--- config.mk ---
export PLATFORM = sky130hd
export DESIGN_NAME = spi_slave_responder
export DESIGN_NICKNAME = d
export VERILOG_FILES = /design/src/rtl/spi_slave_responder.sv
export SDC_FILE = /design/constraint.sdc
export NUM_CORES = 1
export LEC_CHECK = 0
export BUFFER_PORTS_ARGS = -buffer_cell sky130_fd_sc_hd__buf_2
export CORE_MARGIN = 8
export CORE_UTILIZATION = 55
export CTS_CLUSTER_DIAMETER = 60
export CTS_CLUSTER_SIZE = 12
export DETAILED_ROUTE_END_ITERATION = 8
export GPL_TIMING_DRIVEN = 0
export PLACE_DENSITY = 0.83
export SYNTH_ARGS = -nofsm -noshare
export SYNTH_HDL_FRONTEND = slang
export SYNTH_SLANG_ARGS = --single-unit
--- constraint.sdc ---
create_clock -name clk -period 2.2 [get_ports clk]
set_clock_uncertainty 0.15 [all_clocks]
set_input_delay 0.33 -clock clk [delete_from_list [all_inputs] [get_ports clk]]
set_output_delay 0.33 -clock clk [all_outputs]
set_load 0.01 [all_outputs]
--- src/rtl/spi_slave_responder.sv ---
// SPI target responder: synchronises sclk/ss_n/mosi into clk, shifts MSB-first frames in and out in any CPOL/CPHA mode.
// rx_valid follows the sampling sclk edge by SYNC_STAGES+2 clk at most; there is no backpressure, tx_hold is simply overwritten.
module spi_slave_responder #(
  parameter int               WIDTH       = 8,
  parameter int               SYNC_STAGES = 2,
  parameter logic [WIDTH-1:0] IDLE_TX     = 8'hFF
) (
  input  logic             clk,
  input  logic             rst,
  input  logic             cpol,
  input  logic             cpha,
  input  logic             sclk,
  input  logic             ss_n,
  input  logic             mosi,
  output logic             miso,
  output logic             miso_oe,
  input  logic [WIDTH-1:0] tx_data,
  input  logic             tx_load,
  output logic             tx_empty,
  output logic [WIDTH-1:0] rx_data,
  output logic             rx_valid,
  output logic             rx_abort,
  output logic             busy
);

  localparam int CW = $clog2(WIDTH + 1);

  typedef enum logic {IDLE, ACTIVE} state_t;

  state_t state, state_nxt;

  logic [SYNC_STAGES-1:0] sclk_sync, ss_sync, mosi_sync;
  logic                   sclk_d, ss_d;
  logic                   sclk_s, ss_s, mosi_s;
  logic                   sclk_rise, sclk_fall, ss_rise, ss_fall;
  logic                   lead_edge, trail_edge;
  logic                   sample_edge, shift_edge;
  logic                   frame_start, last_bit;
  logic                   cpol_r, cpha_r;
  logic [CW-1:0]          cnt;
  logic [WIDTH-1:0]       tx_sh, rx_sh, tx_hold, reload_word, rx_next;

  always_ff @(posedge clk or posedge rst) begin
    if (rst) begin
      sclk_sync <= '0;
      ss_sync   <= '1;
      mosi_sync <= '0;
      sclk_d    <= 1'b0;
      ss_d      <= 1'b1;
    end else begin
      sclk_sync <= {sclk_sync[SYNC_STAGES-2:0], sclk};
      ss_sync   <= {ss_sync[SYNC_STAGES-2:0], ss_n};
      mosi_sync <= {mosi_sync[SYNC_STAGES-2:0], mosi};
      sclk_d    <= sclk_sync[SYNC_STAGES-1];
      ss_d      <= ss_sync[SYNC_STAGES-1];
    end
  end

  assign sclk_s    = sclk_sync[SYNC_STAGES-1];
  assign ss_s      = ss_sync[SYNC_STAGES-1];
  assign mosi_s    = mosi_sync[SYNC_STAGES-1];
  assign sclk_rise = sclk_s & ~sclk_d;
  assign sclk_fall = ~sclk_s & sclk_d;
  assign ss_rise   = ss_s & ~ss_d;
  assign ss_fall   = ~ss_s & ss_d;

  // Mode is taken from the copy latched at frame start, never the live pins.
  assign lead_edge   = cpol_r ? sclk_fall : sclk_rise;
  assign trail_edge  = cpol_r ? sclk_rise : sclk_fall;
  assign sample_edge = busy & ~ss_rise & (cpha_r ? trail_edge : lead_edge);
  assign shift_edge  = busy & ~ss_rise & (cpha_r ? lead_edge : trail_edge);
  assign frame_start = (state == IDLE) & ss_fall;
  assign last_bit    = sample_edge & (cnt == CW'(WIDTH - 1));
  assign reload_word = tx_empty ? IDLE_TX : tx_hold;
  assign rx_next     = {rx_sh[WIDTH-2:0], mosi_s};

  assign busy    = (state == ACTIVE);
  assign miso_oe = busy & ~ss_rise;

  always_ff @(posedge clk or posedge rst) begin
    if (rst) state <= IDLE;
    else     state <= state_nxt;
  end

  always_comb begin
    state_nxt = state;
    case (state)
      IDLE:    if (ss_fall) state_nxt = ACTIVE;
      ACTIVE:  if (ss_rise) state_nxt = IDLE;
      default: state_nxt = IDLE;
    endcase
  end

  // tx_sh[MSB] is always the next bit to present; cpha=0 presents the MSB at
  // frame start, so its first shift edge must move on to bit WIDTH-2.
  always_ff @(posedge clk or posedge rst) begin
    if (rst) begin
      miso     <= 1'b0;
      rx_data  <= '0;
      rx_valid <= 1'b0;
      rx_abort <= 1'b0;
      tx_empty <= 1'b1;
      tx_hold  <= IDLE_TX;
      tx_sh    <= '0;
      rx_sh    <= '0;
      cnt      <= '0;
      cpol_r   <= 1'b0;
      cpha_r   <= 1'b0;
    end else begin
      rx_valid <= 1'b0;
      rx_abort <= 1'b0;

      if (tx_load) tx_hold <= tx_data;

      if (tx_load)                      tx_empty <= 1'b0;
      else if (frame_start || last_bit) tx_empty <= 1'b1;

      if (frame_start) begin
        cpol_r <= cpol;
        cpha_r <= cpha;
        cnt    <= '0;
        miso   <= reload_word[WIDTH-1];
        tx_sh  <= cpha ? reload_word : {reload_word[WIDTH-2:0], 1'b0};
      end

      if (shift_edge) begin
        miso  <= tx_sh[WIDTH-1];
        tx_sh <= {tx_sh[WIDTH-2:0], 1'b0};
      end

      if (sample_edge) begin
        rx_sh <= rx_next;
        if (last_bit) begin
          cnt      <= '0;
          rx_data  <= rx_next;
          rx_valid <= 1'b1;
          tx_sh    <= reload_word;
        end else begin
          cnt <= cnt + CW'(1);
        end
      end

      if (busy && ss_rise) begin
        cnt <= '0;
        if (cnt != '0) rx_abort <= 1'b1;
      end
    end
  end

endmodule
======== Word level (Yosys, flattened, before mapping) ========
Index checks and enable logic that the tools add are counted.
word-level totals
  bits in registers ....................... 50
  word-level logic and storage cells ...... 66
  input port bits ......................... 16
operators by class
  $add $sub $neg .......................... 1
  multiplexer cells ....................... 25
  bitwise operators ....................... 15
  reductions and logical operators ........ 7
  eq/ne operators ......................... 1
operator list
  kind                                                                   count
  8-bit 2-to-1 mux                                                       6
  4-bit 2-to-1 mux                                                       4
  1-bit 2-to-1 mux                                                       14
  1-bit bitwise AND                                                      9
  1-bit NOT                                                              6
  4-bit by 1-bit adder with 4-bit output, second input constant          1
  4-bit by 3-bit equality test with 1-bit output, second input constant  1
  2-bit nonzero test                                                     2
  4-bit nonzero test                                                     1
  3-bit nonzero test                                                     1
  1-bit one-hot mux with 2 select lines                                  1
  2-bit AND reduction                                                    1
  1-bit logical AND                                                      1
  1-bit logical OR                                                       1

======== Longest topological paths before layout ========
Gate-level depths: netlist of run 1.
  word-level depth ........................ 9
  depth in mapped cells ................... 6
  depth with buffers taken out ............ 6

======== Worst setup path after synthesis of run 1 ========
No wires, ideal clock.
  path type ............................... reg-to-reg
  start point ............................. register cpha_r
  end point ............................... register rx_data[7]
  required time ........................... 1.925 ns
  clock period less this slack ............ 1.889 ns
  path slack .............................. 0.311 ns
  setup time .............................. 0.125 ns
  data arrival time ....................... 1.614 ns
  stages on the path, launching flop included .. 6
  buffers on the path ..................... 1
  cell sequence ........................... dfrtp_1 > xor2_1 > mux2i_2 > nand3_4 > buf_6 > mux2_4
on the way
  word-level cells in the longest chain between the ends .. 4
RTL lines
  what                             RTL line  RTL
  from (decl)                      39        logic cpol_r, cpha_r;
  from (signal assigned)           120       cpha_r <= cpha;
  1-bit 2-to-1 mux *               70        assign sample_edge = busy & ~ss_rise & (cpha_r ? trail_edge : lead_edge);
  1-bit bitwise AND *              70
  1-bit bitwise AND                73        assign last_bit = sample_edge & (cnt == CW'(WIDTH - 1));
  2-bit AND reduction (no line) *  n/a
  to (signal assigned)             135       rx_data <= rx_next;
  to (decl)                        20        output logic [WIDTH-1:0] rx_data,
Mark *: on every way between the ends. The rest lies on a longest branch, timed or not.
A chain may end at the register's enable or synchronous reset.

======== Final worst setup path of run 1 ========
  start point ............................. register cpha_r
  end point ............................... register tx_sh[1]
on the way
  word-level cells in the longest chain between the ends .. 5
  elaborated cells between the ends (all ways) .. 8
RTL lines
  what                                                   RTL line  RTL
  1-bit 2-to-1 mux (on tied branches)                    71, 70
  1-bit bitwise AND (on tied branches)                   71, 70
  8-bit 2-to-1 mux or 1-bit bitwise AND (tied branches)  126, 73
  8-bit 2-to-1 mux                                       133       if (last_bit) begin
  8-bit 2-to-1 mux *                                     131       if (sample_edge) begin
  to (signal assigned)                                   123       tx_sh <= cpha ? reload_word : {reload_word[WIDTH-2:0], 1'b0};
  to (signal assigned)                                   128       tx_sh <= {tx_sh[WIDTH-2:0], 1'b0};
  to (signal assigned)                                   137       tx_sh <= reload_word;
  to (decl)                                              41        logic [WIDTH-1:0] tx_sh, rx_sh, tx_hold, reload_word, rx_next;
Marks and branches as above.

==> impl_metrics.toml, run 1 <==
[setup_path]
critical_path_arrival_ns = 2.15
cpPeakStageDelay_ns = 0.63
slowest_stage = "mux2i_1"
rrSetupSlack_ns = 0.12
critPathMaxFanout = 8
reg2reg_to = "tx_sh[1]"
crit_type = "register to register"
crit_path_cell_trace = "xnor2_1 > mux2i_1 > o221ai_1 > a32oi_1"
cp-end-kind = "register"
cp.required_ns = 2.27
reg2reg_from = "cpha_r"
worstRegToRegCells = 4
start_kind = "register"
path_delay_family = "multiplexers"
worst-path-buf-inv = 0

[clocking]
htreeDepth = 2
clockBufferDepth = 2
cts_tree = "yes"
clock_latency_ns = 0.29
clock_sinks = 50
post-cts-setup-buffers = 0
root_buffer = "clkbuf_8"
cts_buffers = 5
cts.clk_slew.worst_paths_ns = 0.09

[route]
firstDrtPassIters = 4
viasPerCell = 5.817
drc_errors = 0
drt-initial-drc-count = 77
totalWireLength_mm = 4.243
dr_total_vias = 1559
ant_nets = 0
wl_per_cell_um = 15.83

[synth]
synth_area_leaders = "dfrtp_1, dfstp_2, mux2_2, o221ai_1, a32oi_1"
yosysWarnings = 0
synth_area_leader_cell = "dfrtp_1"
syn_area_mm2 = 0.002211
ys_seq_area_share_pct = 57.27
ys_seq_elements = 50
synthDistinctLibCells = 41
synth_edf_count = 0
synthFlopType = "dfrtp_1"
avgSynthCellArea_um2 = 12.49
synth_nets = 195
yosysMostFrequentCell = "dfrtp_1"
synth_common_cells = "dfrtp_1, mux2_2, nand2_1"
async_reset_ff_share_pct = 100.0
synth_top_area_share_pct = 43.01
syn_inst = 177

[min_path]
hp-class = "input pin to register"
min_from = "cpol"
min_path_cells = 3
min_to = "cpol_r"

[power_and_ir_drop]
leakage_nw = 1.173
powerDensity_mw_per_mm2 = 928.8
ir_drop_mv = 0.5633
power_mw = 2.408

[floorplan]
start_util_pct = 56.08
chipWidth_um = 79.40
die_area_mm2 = 0.006304
die_h_um = 79.40
core_area_mm2 = 0.003943
io_pins = 30
row_count = 23

[sta]
relSlewSlack_pct = 54.06
tns_ns = 0
max_freq_ghz = 0.4798
final-hold-violation-count = 0
setup_ws_ns = 0.1158
period_minus_slack_ns = 2.084
worst_slew_pin_slew_ns = 0.6699
rsz0062_at_grt = "false"
maxSlewViolCount = 0
period_share_pct = 94.74
finalSetupViolCount = 0

[cells_and_area]
diodes = 0
final.fill_count = 287
layout.nets = 235
layout-drive-gt1-share_pct = 40.37
fin_util_pct = 65.76
area_delta_synth_final_pct = 17.26
final_area_mm2 = 0.002592

[grt]
grt_pass1_vias = 1547
grtUsageTotal_pct = 14.30
overflow = 0
grt_max_degree = 46
antenna_found_initial = 0
grt_first_pass_wirelength_mm = 7.265

[placement]
place.detailed.hpwl_mm = 2.987
place_ws_ns = 0.1232
port_buffers = 28
gp_congestion = 0.8576
place_area_mm2 = 0.002434

[flow_run]
drv_cap = 0

[run_status]
status = "completed"
## cell usage in the layout (no fill, tap or decap), types with 2 or more instances in the layout
cell type      synthesis  final
a211oi_1               2      2
a21oi_1                2      2
a31o_2                 2      2
a32oi_1                7      7
and2b_1                2      2
buf_2                  1     29
clkbuf_1               5      4
clkbuf_8               0      5
dfrtp_1               38     38
dfstp_2               12     12
dlygate4sd3_1          0      4
ha_1                   2      2
inv_1                  5      3
inv_2                  1      3
mux2_2                22     22
mux2i_1                2      2
mux2i_2                2      2
nand2_1               13     12
nand2_2                1      2
nand2b_1               3      3
nand3_1               11     11
nor2_1                 9      9
o221ai_1               8      8
or2b_1                 2      2
or4_1                  7      7
## worst register-to-register path, cell delays in order (launching register included)
cell and delay, ns:
dfrtp_1 0.42, xnor2_1 0.31, mux2i_1 0.63, o221ai_1 0.26, a32oi_1 0.23
## per-stage QoR
step                std cells  hold WS, ns
floorplan                 177       0.1812
global placement          255       0.1830
detailed placement        256       0.1918
CTS                       268      0.08775
global route              268       0.1068
finish                    268      0.09307
## kinds of logic (layout without fill, tap and decap cells)
| kind of cell | after synthesis | after routing | synth area share, % |
|---|---|---|---|
| adders and majority gates | 2 | 2 | 1.132 |
| DFF | 50 | 50 | 57.27 |
| muxes | 27 | 27 | 14.04 |
| and+or+nand+nor | 55 | 55 | 13.92 |
| buffers and inverters | 13 | 54 | 2.603 |
| xor gates and xnor gates | 2 | 2 | 0.7924 |
| AOI/OAI and AO/OA | 28 | 28 | 10.24 |
## timing repair
item                                    in CTS  in global routing
endpoints found under the setup margin       1                  1
hold endpoints to repair                    22                  0
resized for setup                            2                  2
hold buffers                                 4                  0
## registers in the layout, indices dropped and copies added (netlist names)
register	flops
mosi_sync	2
rx_data	8
rx_abort	1
cpol_r	1
cnt	4
ss_d	1
tx_hold	8
rx_sh	7
rx_valid	1
miso	1
tx_empty	1
sclk_d	1
sclk_sync	2
tx_sh	8
ss_sync	2
busy	1
cpha_r	1
## power breakdown
| group | internal, mW | switching, mW |
|---|---|---|
| clock | 0.341 | 0.295 |
| sequential | 1.12 | 0.128 |
| combinational | 0.267 | 0.259 |
## how the worst max path moves through the flow
stage	startpoint	endpoint	slack, ns	cells past startpoint
after floorplan	cpha_r	rx_data[7]	0.31	5
after global placement	rst	sclk_d	-0.04	2
after detailed placement	cpha_r	rx_data[7]	0.12	5
after CTS	ss_d	miso_oe	0.0002	5
after global routing	cpha_r	tx_sh[1]	0.0005	4
final	cpha_r	tx_sh[1]	0.12	4
## routing by layer
layer / vias up / wire length [um] / GRT usage (%)
li1: 734 / - / -
met2: 39 / 2044 / 21.69
met3: 5 / 211 / 3.604
met5: - / 0 / 0
met4: 0 / 40 / 4.630
met1: 781 / 1947 / 19.53
## layout make-up
type / count / area, um^2 / area share [%]
buffer: 7 / 38.79 / 1.496
clock buffer: 5 / 68.82 / 2.654
clock inverter: 3 / 43.79 / 1.689
inverter: 6 / 22.52 / 0.8687
multi-input combinational: 114 / 889.6 / 34.31
sequential: 50 / 1266 / 48.84
tap: 50 / 62.56 / 2.413
timing repair buffer: 33 / 200.2 / 7.722
Power figures use the tool's default switching activity.
==> inputs of run 2 (changes only) <==
--- a/config.mk
+++ b/config.mk
@@ -5,14 +5,15 @@
 export SDC_FILE = /design/constraint.sdc
 export NUM_CORES = 1
 export LEC_CHECK = 0
+export ABC_AREA = 1
 export BUFFER_PORTS_ARGS = -buffer_cell sky130_fd_sc_hd__buf_2
-export CORE_MARGIN = 8
+export CORE_MARGIN = 2
 export CORE_UTILIZATION = 55
 export CTS_CLUSTER_DIAMETER = 60
 export CTS_CLUSTER_SIZE = 12
 export DETAILED_ROUTE_END_ITERATION = 8
 export GPL_TIMING_DRIVEN = 0
-export PLACE_DENSITY = 0.83
+export PLACE_DENSITY = 0.82
 export SYNTH_ARGS = -nofsm -noshare
 export SYNTH_HDL_FRONTEND = slang
 export SYNTH_SLANG_ARGS = --single-unit
==> run 2 against run 1 <==
Compared with the run above: register-to-register slack better by 0.33 ns; critical path depth unchanged; fmax up 8.0%; worst hold slack worse by 0.027 ns; area after synthesis up 5.4%; setup slack better by 0.15 ns; sequential power about the same; wire length up 9.7%; largest power group unchanged.
==> impl_metrics.toml, run 2 <==
[run_status]
status = "completed"

[flow_run]
drv_cap = 0

[cells_and_area]
layout_common_cells = "nand2_1, dfrtp_1, buf_2"
final_area_mm2 = 0.002684
fin_util_pct = 66.61
area_delta_synth_final_pct = 15.14
largestRegisters = "rx_data (8), tx_hold (8), tx_sh (8)"
layout-drive-gt1-share_pct = 25.58
layout.nets = 318
diodes = 0
final.fill_count = 341
final_common_cell = "nand2_1"

[synth]
avgSynthCellArea_um2 = 8.931
synthXorXnorAreaFrac_pct = 0
synth_area_leader_cell = "dfrtp_1"
synth_common_cells = "nand2_1, dfrtp_1, inv_1"
syn_area_mm2 = 0.002331
synth-compound-area-share_pct = 6.978
ys_seq_area_share_pct = 54.32
yosysWarnings = 0
synth_fa_ha_area_share_pct = 1.074
synth_top_area_share_pct = 40.79
synth_top_family_by_area = "simple AND/OR/NAND/NOR gates"
synth_nets = 279
synth_area_leaders = "dfrtp_1, nand2_1, dfstp_2, nand3_1, o21ai_0"
synthMuxAreaShare_pct = 3.382
yosysMostFrequentCell = "nand2_1"
async_reset_ff_share_pct = 100.0
yosys.area_share.simple_pct = 27.70
synthFlopType = "dfrtp_1"
syn_inst = 261
synthDistinctLibCells = 26
synth_edf_count = 0
ys_seq_elements = 50

[clocking]
clockBufferDepth = 2
cts_buffers = 5
cts_tree = "yes"
cts.clk_slew.worst_paths_ns = 0.10
htreeDepth = 2
root_buffer = "clkbuf_8"
clock_latency_ns = 0.31
clock_sinks = 50

[sta]
maxSlewViolCount = 0
final-hold-violation-count = 0
max_freq_ghz = 0.5182
period_share_pct = 87.72
timing.hold.ws_ns = 0.06647
relSlewSlack_pct = 66.95
tns_ns = 0
rsz0062_at_grt = "false"
period_minus_slack_ns = 1.930
finalSetupViolCount = 0
worst_slew_pin_slew_ns = 0.4950

[floorplan]
die_h_um = 69.10
io_pins = 30
start_util_pct = 57.86
row_count = 23
chipWidth_um = 69.10
die_area_mm2 = 0.004775
core_area_mm2 = 0.004029

[setup_path]
path_delay_family = "flip-flops"
reg2reg_from = "ss_d"
critical_path_arrival_ns = 1.45
critPathLaunch = "ss_d"
rrSetupSlack_ns = 0.45
worst-path-stages = 4
crit_path_cell_trace = "inv_1 > a21oi_4 > buf_4 > buf_2"
worstSetupEndpoint = "miso_oe"
cpPeakStageDelay_ns = 0.53
reg2reg_to = "tx_sh[2]"
critPathMaxFanout = 10
start_kind = "register"
slowest_stage = "dfstp_2"
cp-end-kind = "output pin"
cp.required_ns = 1.72
crit_type = "register to output pin"
worstRegToRegCells = 9
worst-path-buf-inv = 3

[route]
drt-initial-drc-count = 192
firstDrtPassIters = 5
ant_nets = 0
viasPerCell = 5.328
dr_total_vias = 1870
wl_per_cell_um = 13.26
totalWireLength_mm = 4.653
drc_errors = 0

[power_and_ir_drop]
leakage_nw = 1.377
powerDensity_mw_per_mm2 = 897.9
ir_drop_mv = 0.5403

[grt]
grt_max_degree = 28
grt_first_pass_wirelength_mm = 8.349
antenna_found_initial = 0
grtUsageTotal_pct = 21.88
overflow = 0
grt_pass1_vias = 1870

[placement]
place.detailed.hpwl_mm = 3.356
port_buffers = 27
gp_congestion = 0.8507
place_area_mm2 = 0.002549

[min_path]
hp-class = "input pin to register"
## run 2: cell types whose count changed in the layout (fill, tap and decap cells not counted), sizes merged, moves of 8 or more
cell,change
inv,+16
mux2,-16
nand2,+80
nand3,+13
nand4,+8
o21ai,+23
o221ai,-8
## run 2: layout make-up
| class | count | area (um^2) | area share, % |
|---|---|---|---|
| buffer | 9 | 70.07 | 2.611 |
| multi-input combinational | 180 | 912.1 | 33.99 |
| clock inverter | 3 | 26.28 | 0.9790 |
| inverter | 22 | 82.58 | 3.077 |
| tap | 50 | 62.56 | 2.331 |
| clock buffer | 5 | 68.82 | 2.564 |
| timing repair buffer | 32 | 195.2 | 7.273 |
| sequential | 50 | 1266 | 47.18 |
## run 2: power by group
group	switching [mW]	leakage, nW	internal, mW
combinational	0.372	0.709	0.228
sequential	0.124	0.619	1.12
clock	0.332	0.0491	0.234
## run 2: stage by stage
| stage | setup WS [ns] | std cells | total power [mW] |
|---|---|---|---|
| floorplan | 0.5387 | 261 | 1.680 |
| global placement | -0.02392 | 338 | 1.807 |
| detailed placement | 0.4658 | 339 | 1.854 |
| CTS | 0.2590 | 351 | 2.424 |
| global route | 0.1815 | 351 | 2.589 |
| finish | 0.2701 | 351 | 2.410 |
## run 2: worst min-delay path by stage
stage / from / endpoint / slack [ns] / cells past startpoint
2_1_floorplan: mosi_sync[0] / mosi_sync[1] / 0.18 / 0
3_3_place_gp: mosi_sync[0] / mosi_sync[1] / 0.18 / 0
3_5_place_dp: mosi_sync[0] / mosi_sync[1] / 0.19 / 0
4_1_cts: cpol / cpol_r / 0.07 / 3
5_1_grt: tx_data[0] / tx_hold[0] / 0.08 / 3
6_report: cpol / cpol_r / 0.07 / 3
## run 2: worst reg2reg max path: cells and delay by family (launching register included)
family                 cells  cell delay (ns)
flip-flops                 1             0.53
AND/OR/NAND/NOR            7             0.70
buffers and inverters      2             0.28
## run 2: what timing repair did
action	in CTS	in global routing
buffers inserted	0	0
hold buffers	4	0
gates resized for setup	0	0
hold endpoints to repair	16	0
setup endpoints to repair	0	0
## run 2: kinds of logic after synthesis
logic type               count (synthesis)
AO/OA/AOI/OAI                           30
flip-flops                              50
AND/OR/NAND/NOR                        141
adder cells (fa/ha/maj)                  2
buffers and inverters                   31
multiplexers                             7
## run 2: layer usage
layer / share of wire, % / wire [um] / vias up / GRT usage (%)
met5: 0 / 0 / - / 0
met4: 2.1 / 97 / 0 / 7.407
met3: 5.5 / 255 / 10 / 6.140
met2: 49 / 2276 / 49 / 35.90
met1: 43 / 2023 / 887 / 27.93
li1: - / - / 924 / -
